==> config.mk <==
export PLATFORM = sky130hd
export DESIGN_NAME = mux_seg7_scan
export DESIGN_NICKNAME = d
export VERILOG_FILES = /design/src/rtl/seg7_pkg.sv /design/src/rtl/seg7_decoder.sv /design/src/rtl/mux_seg7_scan.sv
export SDC_FILE = /design/constraint.sdc
export NUM_CORES = 1
export LEC_CHECK = 0
export ABC_AREA = 1
export ABC_CLOCK_PERIOD_IN_PS = 3130
export CORE_MARGIN = 10
export CORE_UTILIZATION = 45
export DETAILED_ROUTE_END_ITERATION = 6
export DONT_BUFFER_PORTS = 1
export PLACE_DENSITY = 0.68
export SYNTH_ARGS = -nofsm -noshare
export SYNTH_HDL_FRONTEND = slang
export SYNTH_SLANG_ARGS = --single-unit
export TNS_END_PERCENT = 30
==> constraint.sdc <==
create_clock -name clk -period 3.13 [get_ports clk]
set_input_delay 0.626 -clock clk [delete_from_list [all_inputs] [get_ports clk]]
set_output_delay 0.626 -clock clk [all_outputs]
set_load 0.005 [all_outputs]
==> src/rtl/seg7_pkg.sv <==
// Shared segment encodings and display-mode state for the multiplexed 7-segment scanner.
package seg7_pkg;

    typedef enum logic {
        MANUAL = 1'b0,
        SCAN   = 1'b1
    } mode_state_e;

    // Active-high segment patterns, bit order {g,f,e,d,c,b,a}
    localparam logic [6:0] SEG_0     = 7'h3F;
    localparam logic [6:0] SEG_1     = 7'h06;
    localparam logic [6:0] SEG_2     = 7'h5B;
    localparam logic [6:0] SEG_3     = 7'h4F;
    localparam logic [6:0] SEG_4     = 7'h66;
    localparam logic [6:0] SEG_5     = 7'h6D;
    localparam logic [6:0] SEG_6     = 7'h7D;
    localparam logic [6:0] SEG_7     = 7'h07;
    localparam logic [6:0] SEG_8     = 7'h7F;
    localparam logic [6:0] SEG_9     = 7'h6F;
    localparam logic [6:0] SEG_A     = 7'h77;
    localparam logic [6:0] SEG_B     = 7'h7C;
    localparam logic [6:0] SEG_C     = 7'h39;
    localparam logic [6:0] SEG_D     = 7'h5E;
    localparam logic [6:0] SEG_E     = 7'h79;
    localparam logic [6:0] SEG_F     = 7'h71;
    localparam logic [6:0] SEG_BLANK = 7'h00;

endpackage

==> src/rtl/seg7_decoder.sv <==
// Combinational hex nibble to active-high 7-segment pattern; output polarity is the caller's concern.
module seg7_decoder
    import seg7_pkg::*;
(
    input  logic [3:0] i_value,
    output logic [6:0] o_seg
);

    // Hex digit lookup
    always_comb begin
        o_seg = SEG_BLANK;
        case (i_value)
            4'h0:    o_seg = SEG_0;
            4'h1:    o_seg = SEG_1;
            4'h2:    o_seg = SEG_2;
            4'h3:    o_seg = SEG_3;
            4'h4:    o_seg = SEG_4;
            4'h5:    o_seg = SEG_5;
            4'h6:    o_seg = SEG_6;
            4'h7:    o_seg = SEG_7;
            4'h8:    o_seg = SEG_8;
            4'h9:    o_seg = SEG_9;
            4'hA:    o_seg = SEG_A;
            4'hB:    o_seg = SEG_B;
            4'hC:    o_seg = SEG_C;
            4'hD:    o_seg = SEG_D;
            4'hE:    o_seg = SEG_E;
            4'hF:    o_seg = SEG_F;
            default: o_seg = SEG_BLANK;
        endcase
    end

endmodule

==> src/rtl/mux_seg7_scan.sv <==
// Channel mux + manual/scan FSM driving one registered 7-segment digit.
// Define SEG7_ACTIVE_LOW_EN to invert led7_out (including its reset value) for common-anode displays.
module mux_seg7_scan
    import seg7_pkg::*;
#(
    parameter int CH_NUM   = 5,
    parameter int DATA_W   = 3,
    parameter int SEL_W    = 3,
    parameter int PRESCALE = 4
) (
    input  logic                     clk,
    input  logic                     rst,
    input  logic [CH_NUM*DATA_W-1:0] data_in,
    input  logic [SEL_W-1:0]         sel,
    input  logic                     mode,
    output logic [6:0]               led7_out,
    output logic [SEL_W-1:0]         ch_out,
    output logic                     valid
);

    localparam int                CNT_W    = (PRESCALE > 1) ? $clog2(PRESCALE) : 1;
    localparam logic [CNT_W-1:0]  CNT_LAST = CNT_W'(PRESCALE - 1);
    localparam logic [SEL_W-1:0]  CH_LAST  = SEL_W'(CH_NUM - 1);
    localparam logic [SEL_W:0]    CH_LIMIT = (SEL_W + 1)'(CH_NUM);
`ifdef SEG7_ACTIVE_LOW_EN
    localparam logic [6:0]        POL_MASK = 7'h7F;
`else
    localparam logic [6:0]        POL_MASK = 7'h00;
`endif

    mode_state_e       r_state;
    mode_state_e       w_state_nxt;
    logic [CNT_W-1:0]  r_cnt;
    logic [CNT_W-1:0]  w_cnt_nxt;
    logic [SEL_W-1:0]  r_scan_ch;
    logic [SEL_W-1:0]  w_scan_ch_nxt;
    logic [SEL_W-1:0]  w_disp_ch;
    logic [DATA_W-1:0] w_ch_data;
    logic [3:0]        w_nibble;
    logic [6:0]        w_seg;
    logic              w_in_range;

    // FSM state register
    always_ff @(posedge clk) begin
        if (rst) begin
            r_state <= MANUAL;
        end else begin
            r_state <= w_state_nxt;
        end
    end

    // Next state, scan position and the channel to show on the coming edge
    always_comb begin
        w_state_nxt   = MANUAL;
        w_cnt_nxt     = '0;
        w_scan_ch_nxt = '0;
        w_disp_ch     = sel;
        if (mode) begin
            w_state_nxt = SCAN;
        end else begin
            w_state_nxt = MANUAL;
        end
        if (w_state_nxt == SCAN) begin
            // Entering scan restarts at channel 0 with a fresh prescale count
            if (r_state == SCAN) begin
                if (r_cnt == CNT_LAST) begin
                    w_cnt_nxt = '0;
                    if (r_scan_ch == CH_LAST) begin
                        w_scan_ch_nxt = '0;
                    end else begin
                        w_scan_ch_nxt = r_scan_ch + SEL_W'(1);
                    end
                end else begin
                    w_cnt_nxt     = r_cnt + CNT_W'(1);
                    w_scan_ch_nxt = r_scan_ch;
                end
            end else begin
                w_cnt_nxt     = '0;
                w_scan_ch_nxt = '0;
            end
            w_disp_ch = w_scan_ch_nxt;
        end else begin
            w_disp_ch = sel;
        end
    end

    // Channel data mux; out-of-range selects read as zero
    always_comb begin
        w_ch_data = '0;
        for (int k = 0; k < CH_NUM; k++) begin
            w_ch_data = (w_disp_ch == SEL_W'(k)) ? data_in[k*DATA_W +: DATA_W] : w_ch_data;
        end
        w_nibble   = 4'(w_ch_data);
        w_in_range = ({1'b0, w_disp_ch} < CH_LIMIT);
    end

    seg7_decoder u_decoder (
        .i_value (w_nibble),
        .o_seg   (w_seg)
    );

    // Scan counters and registered display outputs
    always_ff @(posedge clk) begin
        if (rst) begin
            r_cnt     <= '0;
            r_scan_ch <= '0;
            led7_out  <= SEG_BLANK ^ POL_MASK;
            ch_out    <= '0;
            valid     <= 1'b0;
        end else begin
            r_cnt     <= w_cnt_nxt;
            r_scan_ch <= w_scan_ch_nxt;
            ch_out    <= w_disp_ch;
            if (w_in_range) begin
                led7_out <= w_seg ^ POL_MASK;
                valid    <= 1'b1;
            end else begin
                led7_out <= SEG_BLANK ^ POL_MASK;
                valid    <= 1'b0;
            end
        end
    end

endmodule

* After elaboration in Yosys (flattened, before gate mapping)
Memory sizes are Yosys's and may differ from the RTL's. A register that Yosys moved wholly into a read port is not among the register bits.
Cells that the tools add are included.
** Storage, ports and cells
- Register bits :: 10
- ROM bits :: 112
- Input bits :: 21
- Output and inout bits :: 11
- Word-level logic and storage cells :: 33
- Memories kept :: 1
** Memory list
- (no name shown) :: words 16, bits a word 7, read ports 1, clocked after Yosys merged registers in 1, write ports 0, RTL line seg7_decoder.sv:12 : case (i_value)
** Cells by class
- Add/sub/neg operators :: 2
- Order comparisons :: 1
- Eq/ne operators :: 6
- Multiplexer cells :: 11
- Bitwise logic cells :: 3
- Reductions and logical operators :: 4
** Operator list (number)
- $mux 3 :: 9
- $eq 3x2->1 const B :: 2
- $eq 3x3->1 const B :: 2
- $reduce_or 2->1 :: 2
- $reduce_or 4->1 :: 1
- $add 3x1->3 const B :: 1
- $eq 3x1->1 const B :: 1
- $logic_not 3->1 :: 1
- $lt 3x3->1 const B :: 1
- $not 1->1 :: 3
- $add 2x1->2 const B :: 1
- $eq 2x2->1 const B :: 1
- $mux 1 :: 2

* Longest topological paths before layout
Gate-level depths: netlist of run 1.
- Word-level depth :: 11
- Gate-level depth with buffers :: 17
- Gate-level depth less buffers :: 17

* Cells and area by module
A second synthesis of run 1 with hierarchy kept.
** Unflattened totals
- Cell total of the unflattened synthesis :: 166
- Area total of the unflattened synthesis :: 1108.6 um^2
** Modules (own cells, without submodules)
- mux_seg7_scan :: times used 1, cells an instance 114, area each 838.3 um^2
- seg7_decoder :: times used 1, cells an instance 52, area each 270.3 um^2

* Worst setup path before layout of run 1
No wires, ideal clock.
- Path kind :: input to register
- Start point :: input port mode
- End point :: register led7_out[3]
- Setup time :: 118 ps
- Arrival :: 2085 ps
- Data required time :: 3012 ps
- Path slack :: 927 ps
- Stages :: 13
- Buffers on the path :: 0
- Path through :: nand2_1 inv_1 nand2_1 nor2_2 nor2_4 inv_1 nand2_2 or2_2 nand2_1 inv_1 ha_1 nand3_1 a21oi_1
** On the way
- Word-level cells in the longest chain between the ends :: 8
** Ends and longest elaborated chain
- start, declared :: RTL line mux_seg7_scan.sv:15 : input logic mode,
- $mux 1 * :: RTL line mux_seg7_scan.sv:58 : if (mode) begin
- $mux 3 * :: RTL line mux_seg7_scan.sv:63 : if (w_state_nxt == SCAN) begin
- $logic_not 3->1 :: RTL line mux_seg7_scan.sv:91 : w_ch_data = (w_disp_ch == SEL_W'(k)) ? data_in[k*DATA_W +: DATA_W] : w_ch_data;
- $mux 3 (5 in series) :: RTL line mux_seg7_scan.sv:91
- end, declared :: RTL line mux_seg7_scan.sv:16 : output logic [6:0] led7_out,
Every way passes the cells marked *; elsewhere a longest branch is shown, timed or not.
A chain may end at the register's enable or synchronous reset.

* Worst setup path in the final report of run 1
- Start point :: register r_scan_ch[0]
- End point :: register led7_out[3]
** On the way
- Word-level cells in the longest chain between the ends :: 11
** Ends and longest elaborated chain
- start, declared :: RTL line mux_seg7_scan.sv:35 : logic [SEL_W-1:0] r_scan_ch;
- start signal, assigned :: RTL line mux_seg7_scan.sv:112 : r_scan_ch <= w_scan_ch_nxt;
- $add 3x1->3 / $eq 3x3->1 (equally long branches) :: RTL line mux_seg7_scan.sv:71, mux_seg7_scan.sv:68
- $mux 3 :: RTL line mux_seg7_scan.sv:68 : if (r_scan_ch == CH_LAST) begin
- $mux 3 * :: RTL line mux_seg7_scan.sv:66 : if (r_cnt == CNT_LAST) begin
- $mux 3 * :: RTL line mux_seg7_scan.sv:65 : if (r_state == SCAN) begin
- $mux 3 * :: RTL line mux_seg7_scan.sv:63
- $logic_not 3->1 :: RTL line mux_seg7_scan.sv:91
- $mux 3 (5 in series) :: RTL line mux_seg7_scan.sv:91
Marked as above.

==> flow_summary_export.csv, run 1 <==
group,metric,value,unit
run_status,outcome,"complete, no violations",
die,die_y,66.3,um
die,start_util,48.2,%
power,share_comb_of_total_power,17.6,%
logic_synthesis,synth-seq-area-share,35.2,%
logic_synthesis,ys_seq_elements,17,
placed_design,dp_hpwl,1650,um
power,power_frac_seq,56.0,%
drt,first_pass_iters,7,
sta,worst_pin_slew,0.258,ns
critical_path,startpoint,"r_scan_ch[0]",
power,total_power,0.428,mW
cts,insertion_delay,0.29,ns
drt,wl_per_cell,12.4,um
power,power_switching,0.122,mW
die,io_pins,32,
placed_design,place_area,985,um2
sta,setup_violations,0,
cells_and_area,syn2layout_area_growth,4.79,%
sta,hold_violations,0,
critical_path,required,3.35,ns
power,cell_internal_pwr,0.305,mW
cells_and_area,drive_above_1_share,14.5,%
sta,tns,0,ns
sta,timing.fmax,0.399,GHz
cts,cts_root_buf,"clkbuf_4",
die,row_count,16,
drt,vias_per_cell,4.80,
power,p_per_area,423,nW/um2
logic_synthesis,syn_nets,159,
cts,cts_hold_buf,0,
power,p_sw_share,28.6,%
die,core-area,2000,um2
sta,min_period,2.51,ns
power,ir_worst_vdd,0.187,mV
cts,cts_buffer_depth,2,
cells_and_area,layout_common_cells,"inv_1, nand2_1, dfxtp_1",
drt,vias,758,
cts,cts_buffers,3,
power,leakage,0.483,nW
critical_path,cp-endpoint,"led7_out[3]",
global_routing,grt_max_degree,14,
cells_and_area,stdcell_count,158,
cells_and_area,stdcell_area,1010,um2
critical_path,reg2reg_depth,14,
critical_path,arrival,2.73,ns
logic_synthesis,synth_warnings,0,
cts,cts_tree,"done",
cells_and_area,regArea,340,um2
logic_synthesis,syn_area_per_cell,7.49,um2
critical_path,start_kind,"register",
cts,postCtsResizedCells,0,
logic_synthesis,synth_cell_types,23,
worst_hold_path,worstHoldPathCells,1,
cells_and_area,fill_cells,202,
cts,cts_max_level,1,
sta,rsz0062_at_grt,"false",
power,power_frac_clock,26.4,%
global_routing,grt_pass1_vias,758,
sta,finalCritPeriodShare,80.2,%
cells_and_area,antennaDiodeCount,0,
logic_synthesis,syn_inst,129,
run,maxCapViolCount,0,
critical_path,end_kind,"register",
critical_path,r2r_slack,0.62,ns
cts,cts.clk_slew.worst_paths,0.09,ns
placed_design,place_inst,154,
global_routing,antenna_found_initial,0,
placed_design,port_buffers,0,
cells_and_area,nets,162,
critical_path,path_max_fanout,8,
sta,skew,0.00381,ns
sta,maxSlewHeadroom,82.7,%
cts,post_cts_buffers,0,
drt,ant_nets,0,
critical_path,critical_path_class,"reg2reg",
drt,drt_iter0_drc,15,
global_routing,grt.total_usage,9.79,%
critical_path,reg2reg_to,"led7_out[3]",
global_routing,grt_pass1_wl,3320,um
cts,cts.sinks,17,
die,dieArea,4400,um2
worst_hold_path,hold_path_class,"in2reg",
global_routing,grt.overflow.total,0,
drt,drc,0,
drt,drt_wl_total,1950,um
logic_synthesis,syn_area,966,um2
cells_and_area,multi_input_area,524,um2
critical_path,r2r_start,"r_scan_ch[0]",
die,die_w,66.3,um
sta,slew_viol_final,0,
cells_and_area,final_common_cell,"inv_1",
placed_design,routabilityCongestion,0.863,
[cells by family after synthesis]
| family | count (synthesis) | share of synthesized area, % |
|---|---|---|
| fa+ha+maj | 9 | 11.7 |
| flops | 17 | 35.2 |
| buf+inv | 25 | 10.5 |
| compound gates | 12 | 6.99 |
| simple gates | 66 | 35.6 |
[layout make-up]
| cell class | instances | share of cell area (%) |
|---|---|---|
| clock buffers | 3 | 2.22 |
| inverters | 23 | 8.53 |
| clock inverters | 1 | 0.494 |
| flip-flops and latches | 17 | 33.6 |
| well taps | 27 | 3.34 |
| multi-input cells | 87 | 51.8 |
[sequential cells by signal, summed over array words and instances (netlist names)]
register,cells
ch_out,3
led7_out,7
r_cnt,2
r_scan_ch,3
r_state,1
valid,1
[worst max-delay path, stage by stage (launching register included)]
cell	delay, ns
dfxtp_1	0.36
inv_1	0.07
ha_1	0.28
inv_1	0.05
nand2_1	0.04
nand2_1	0.10
nand2_2	0.14
nor2_4	0.17
nand2_2	0.08
or2_2	0.27
nand2_1	0.21
inv_1	0.11
ha_1	0.29
nand3_1	0.09
a21oi_1	0.17
[routing by layer]
layer	share of wire [%]	vias up	global-route usage [%]
li1	-	405	-
met1	44	320	10.6
met2	40	29	13.9
met3	13	4	5.25
met4	3.3	0	7.59
met5	0	-	0
[how the worst min path moves through the flow]
stage | start | endpoint | slack (ns)
after global placement | r_cnt[0] | r_cnt[0] | 0.41
after floorplan | r_cnt[0] | r_cnt[0] | 0.40
final | rst | ch_out[0] | 0.39
after detailed placement | r_cnt[0] | r_cnt[0] | 0.42
after CTS | rst | ch_out[1] | 0.38
after global routing | rst | ch_out[0] | 0.37
[through the flow]
stage | hold WS [ns] | worst slack, ns | utilization [%]
global route | 0.371 | 0.294 | 50.6
detailed placement | 0.421 | 0.633 | 49.2
global placement | 0.407 | 0.688 | 49.2
floorplan | 0.398 | 0.927 | -
finish | 0.394 | 0.621 | 50.6
CTS | 0.383 | 0.600 | 50.6
[Yosys cell counts]
master / n / area (um2)
inv_1: 22 / 82.6
nand2_1: 21 / 78.8
dfxtp_1: 17 / 340
nor2_1: 15 / 56.3
ha_1: 9 / 113
nand3_1: 9 / 45.0
a21oi_1: 5 / 25.0
nand2_2: 4 / 25.0
nand4_1: 4 / 25.0
nand2_4: 3 / 33.8
o211ai_1: 3 / 22.5
o21ai_0: 3 / 15.0
nand3b_1: 2 / 15.0
nor2_4: 2 / 22.5
or2_2: 2 / 12.5
buf_6: 1 / 11.3
clkbuf_1: 1 / 3.75
inv_2: 1 / 3.75
nand3_2: 1 / 10.0
nor2_2: 1 / 6.26
nor3_1: 1 / 5.00
o21ai_1: 1 / 5.00
or2_4: 1 / 8.76
[power by group through the flow]
stage          registers (mW)  clock network (mW)  logic (mW)
5_1_grt                 0.242               0.127      0.0875
3_3_place_gp            0.245                   0      0.0740
3_5_place_dp            0.246                   0      0.0751
6_report                0.240               0.113      0.0752
2_1_floorplan           0.242                   0      0.0654
4_1_cts                 0.241               0.118      0.0755
Note: power is estimated with default switching activity, not from simulation.
==> run 2, diff against run 1 <==
Settings changed: ABC_CLOCK_PERIOD_IN_PS 3130 to 2050, PLACE_DENSITY 0.68 to 0.7.
Clock period 3.13 ns to 2.05 ns, I/O delays scaled along.
==> run 2 against run 1 <==
Compared with the run above:
- the run now ends with setup timing left
- sequential cell count unchanged
- fmax increased by 16%
- first-iteration DRC count decreased by 20%
- sequential power up 52%
- via count grew 18%
- clock power up 52%
- hold slack got worse by 0.22 ns
- clock skew grew 0.0047 ns
- highest routed layer unchanged
==> flow_summary_export.csv, run 2 (synthesis gave the netlist of run 1 again) <==
group,metric,value,unit
die,row_count,16,
power,leakage,0.591,nW
cells_and_area,layout_common_cells,"buf_4, nand2_1, inv_1",
placed_design,dp_hpwl,1820,um
drt,drc,0,
sta,worst_pin_slew,0.238,ns
critical_path,arrival,2.38,ns
cts,cts_hold_buf,0,
global_routing,grt.total_usage,10.9,%
cells_and_area,drive_above_1_share,51.0,%
worst_hold_path,hold_path_class,"in2reg",
drt,dr_wl_met3,234,um
cells_and_area,nets,182,
placed_design,place_area,1090,um2
power,p_sw_share,30.1,%
die,start_util,48.2,%
power,power_frac_seq,50.0,%
drt,highest_layer,"met4",
die,io_pins,32,
sta,maxSlewHeadroom,84.1,%
global_routing,grt_pass1_vias,842,
critical_path,required,2.26,ns
cts,cts_buffer_depth,2,
cells_and_area,stdcell_area,1350,um2
sta,setup_ws,-0.120,ns
run,maxCapViolCount,0,
sta,timing.fmax,0.461,GHz
sta,finalCritPeriodShare,106,%
die,die_y,66.3,um
drt,met1Wirelength,960,um
power,power_frac_clock,23.6,%
sta,setup_violations,5,
die,core-area,2000,um2
sta,tns,-0.377,ns
critical_path,start_kind,"register",
cts,cts_tree,"done",
run_status,violations,"setup timing",
run_status,outcome,"finished with violations",
critical_path,end_kind,"register",
critical_path,path_max_fanout,6,
sta,min_period,2.17,ns
drt,wl_per_cell,14.0,um
global_routing,grt_max_degree,11,
sta,hold_slack,0.169,ns
cells_and_area,top_regs,"led7_out x7, ch_out x3, r_scan_ch x3",
sta,skew,0.00854,ns
drt,first_pass_iters,5,
cells_and_area,largest_register_ff_count,7,
global_routing,grt_pass1_wl,3850,um
sta,hold_violations,0,
cts,cts_max_level,1,
global_routing,antenna_found_initial,0,
cells_and_area,syn2layout_area_growth,39.5,%
cts,insertion_delay,0.29,ns
cts,cts.clk_slew.worst_paths,0.10,ns
drt,met2WireLength,1230,um
power,ir_worst_vdd,0.274,mV
cts,cts_root_buf,"clkbuf_4",
cts,cts.sinks,17,
drt,ant_nets,0,
cells_and_area,antennaDiodeCount,0,
die,die_w,66.3,um
drt,vias,895,
drt,vias_per_cell,5.03,
drt,drt_wl_total,2490,um
global_routing,grt.overflow.total,0,
drt,drt_iter0_drc,12,
placed_design,routabilityCongestion,0.859,
power,cell_internal_pwr,0.510,mW
critical_path,critical_path_class,"reg2reg",
sta,slew_viol_final,0,
cells_and_area,largest-register,"led7_out",
power,power_switching,0.220,mW
critical_path,r2r_slack,-0.12,ns
power,p_per_area,542,nW/um2
placed_design,port_buffers,0,
cts,cts_buffers,3,
cells_and_area,final_common_cell,"buf_4",
sta,rsz0062_at_grt,"true",
power,total_power,0.730,mW
power,share_comb_of_total_power,26.4,%
die,dieArea,4400,um2
==> run 2: changes by cell type in the layout (fill, tap and decap cells not counted), sizes merged <==
cell / delta
buf: +20
==> run 2: cell type report <==
class,count,area (um2)
clock buffer,3,22.5
clock inverter,1,5.00
fill,163,654
inverter,23,93.8
multi-input combinational,87,679
sequential,17,348
tap,27,33.8
timing repair buffer,20,165
==> run 2: stage by stage <==
stage | util, % | setup slack (ns) | std cells
after global routing | 67.3 | -0.205 | 178
after detailed placement | 54.3 | -0.185 | 166
final | 67.3 | -0.120 | 178
after floorplan | - | 0.0193 | 129
after global placement | 54.3 | -0.103 | 166
after CTS | 62.6 | 0.000122 | 174
==> run 2: critical path, cell delays in order (launching register included) <==
cell and delay, ns:
dfxtp_4 0.37, inv_4 0.05, ha_4 0.13, nand3_4 0.11, nand2_4 0.11, nor2_4 0.04, nor2_4 0.16, buf_4 0.15
nand3_1 0.07, o21ai_1 0.14, nand2_1 0.10, nand2_4 0.11, inv_4 0.05, ha_4 0.14, nand3b_1 0.18, a21oi_1 0.18
==> run 2: per-layer routing <==
layer | vias up | track usage [%]
li1 | 448 | -
met1 | 406 | 12.1
met5 | - | 0
met2 | 34 | 17.2
met4 | 0 | 4.71
met3 | 7 | 5.08
==> run 2: final timing paths <==
check | startpoint | end | cells after the start
worst max-delay path | r_scan_ch[1] | led7_out[5] | 15
worst min register to register | r_cnt[0] | r_cnt[0] | 1
worst min-delay path | rst | r_scan_ch[0] | 1
worst max register to register | r_scan_ch[1] | led7_out[5] | 15
==> run 2: repair_timing <==
action                     CTS  global route
setup endpoints to repair    7             7
pin swaps                   23            17
setup buffers                4             4
resized for setup           33            20
gates cloned                 0             0
==> run 2: power groups by stage <==
stage | Sequential, mW | Combinational, mW | Clock (mW)
after floorplan | 0.370 | 0.104 | 0
after global placement | 0.374 | 0.136 | 0
after detailed placement | 0.375 | 0.141 | 0
after CTS | 0.368 | 0.169 | 0.177
after global routing | 0.368 | 0.216 | 0.196
final | 0.365 | 0.193 | 0.172
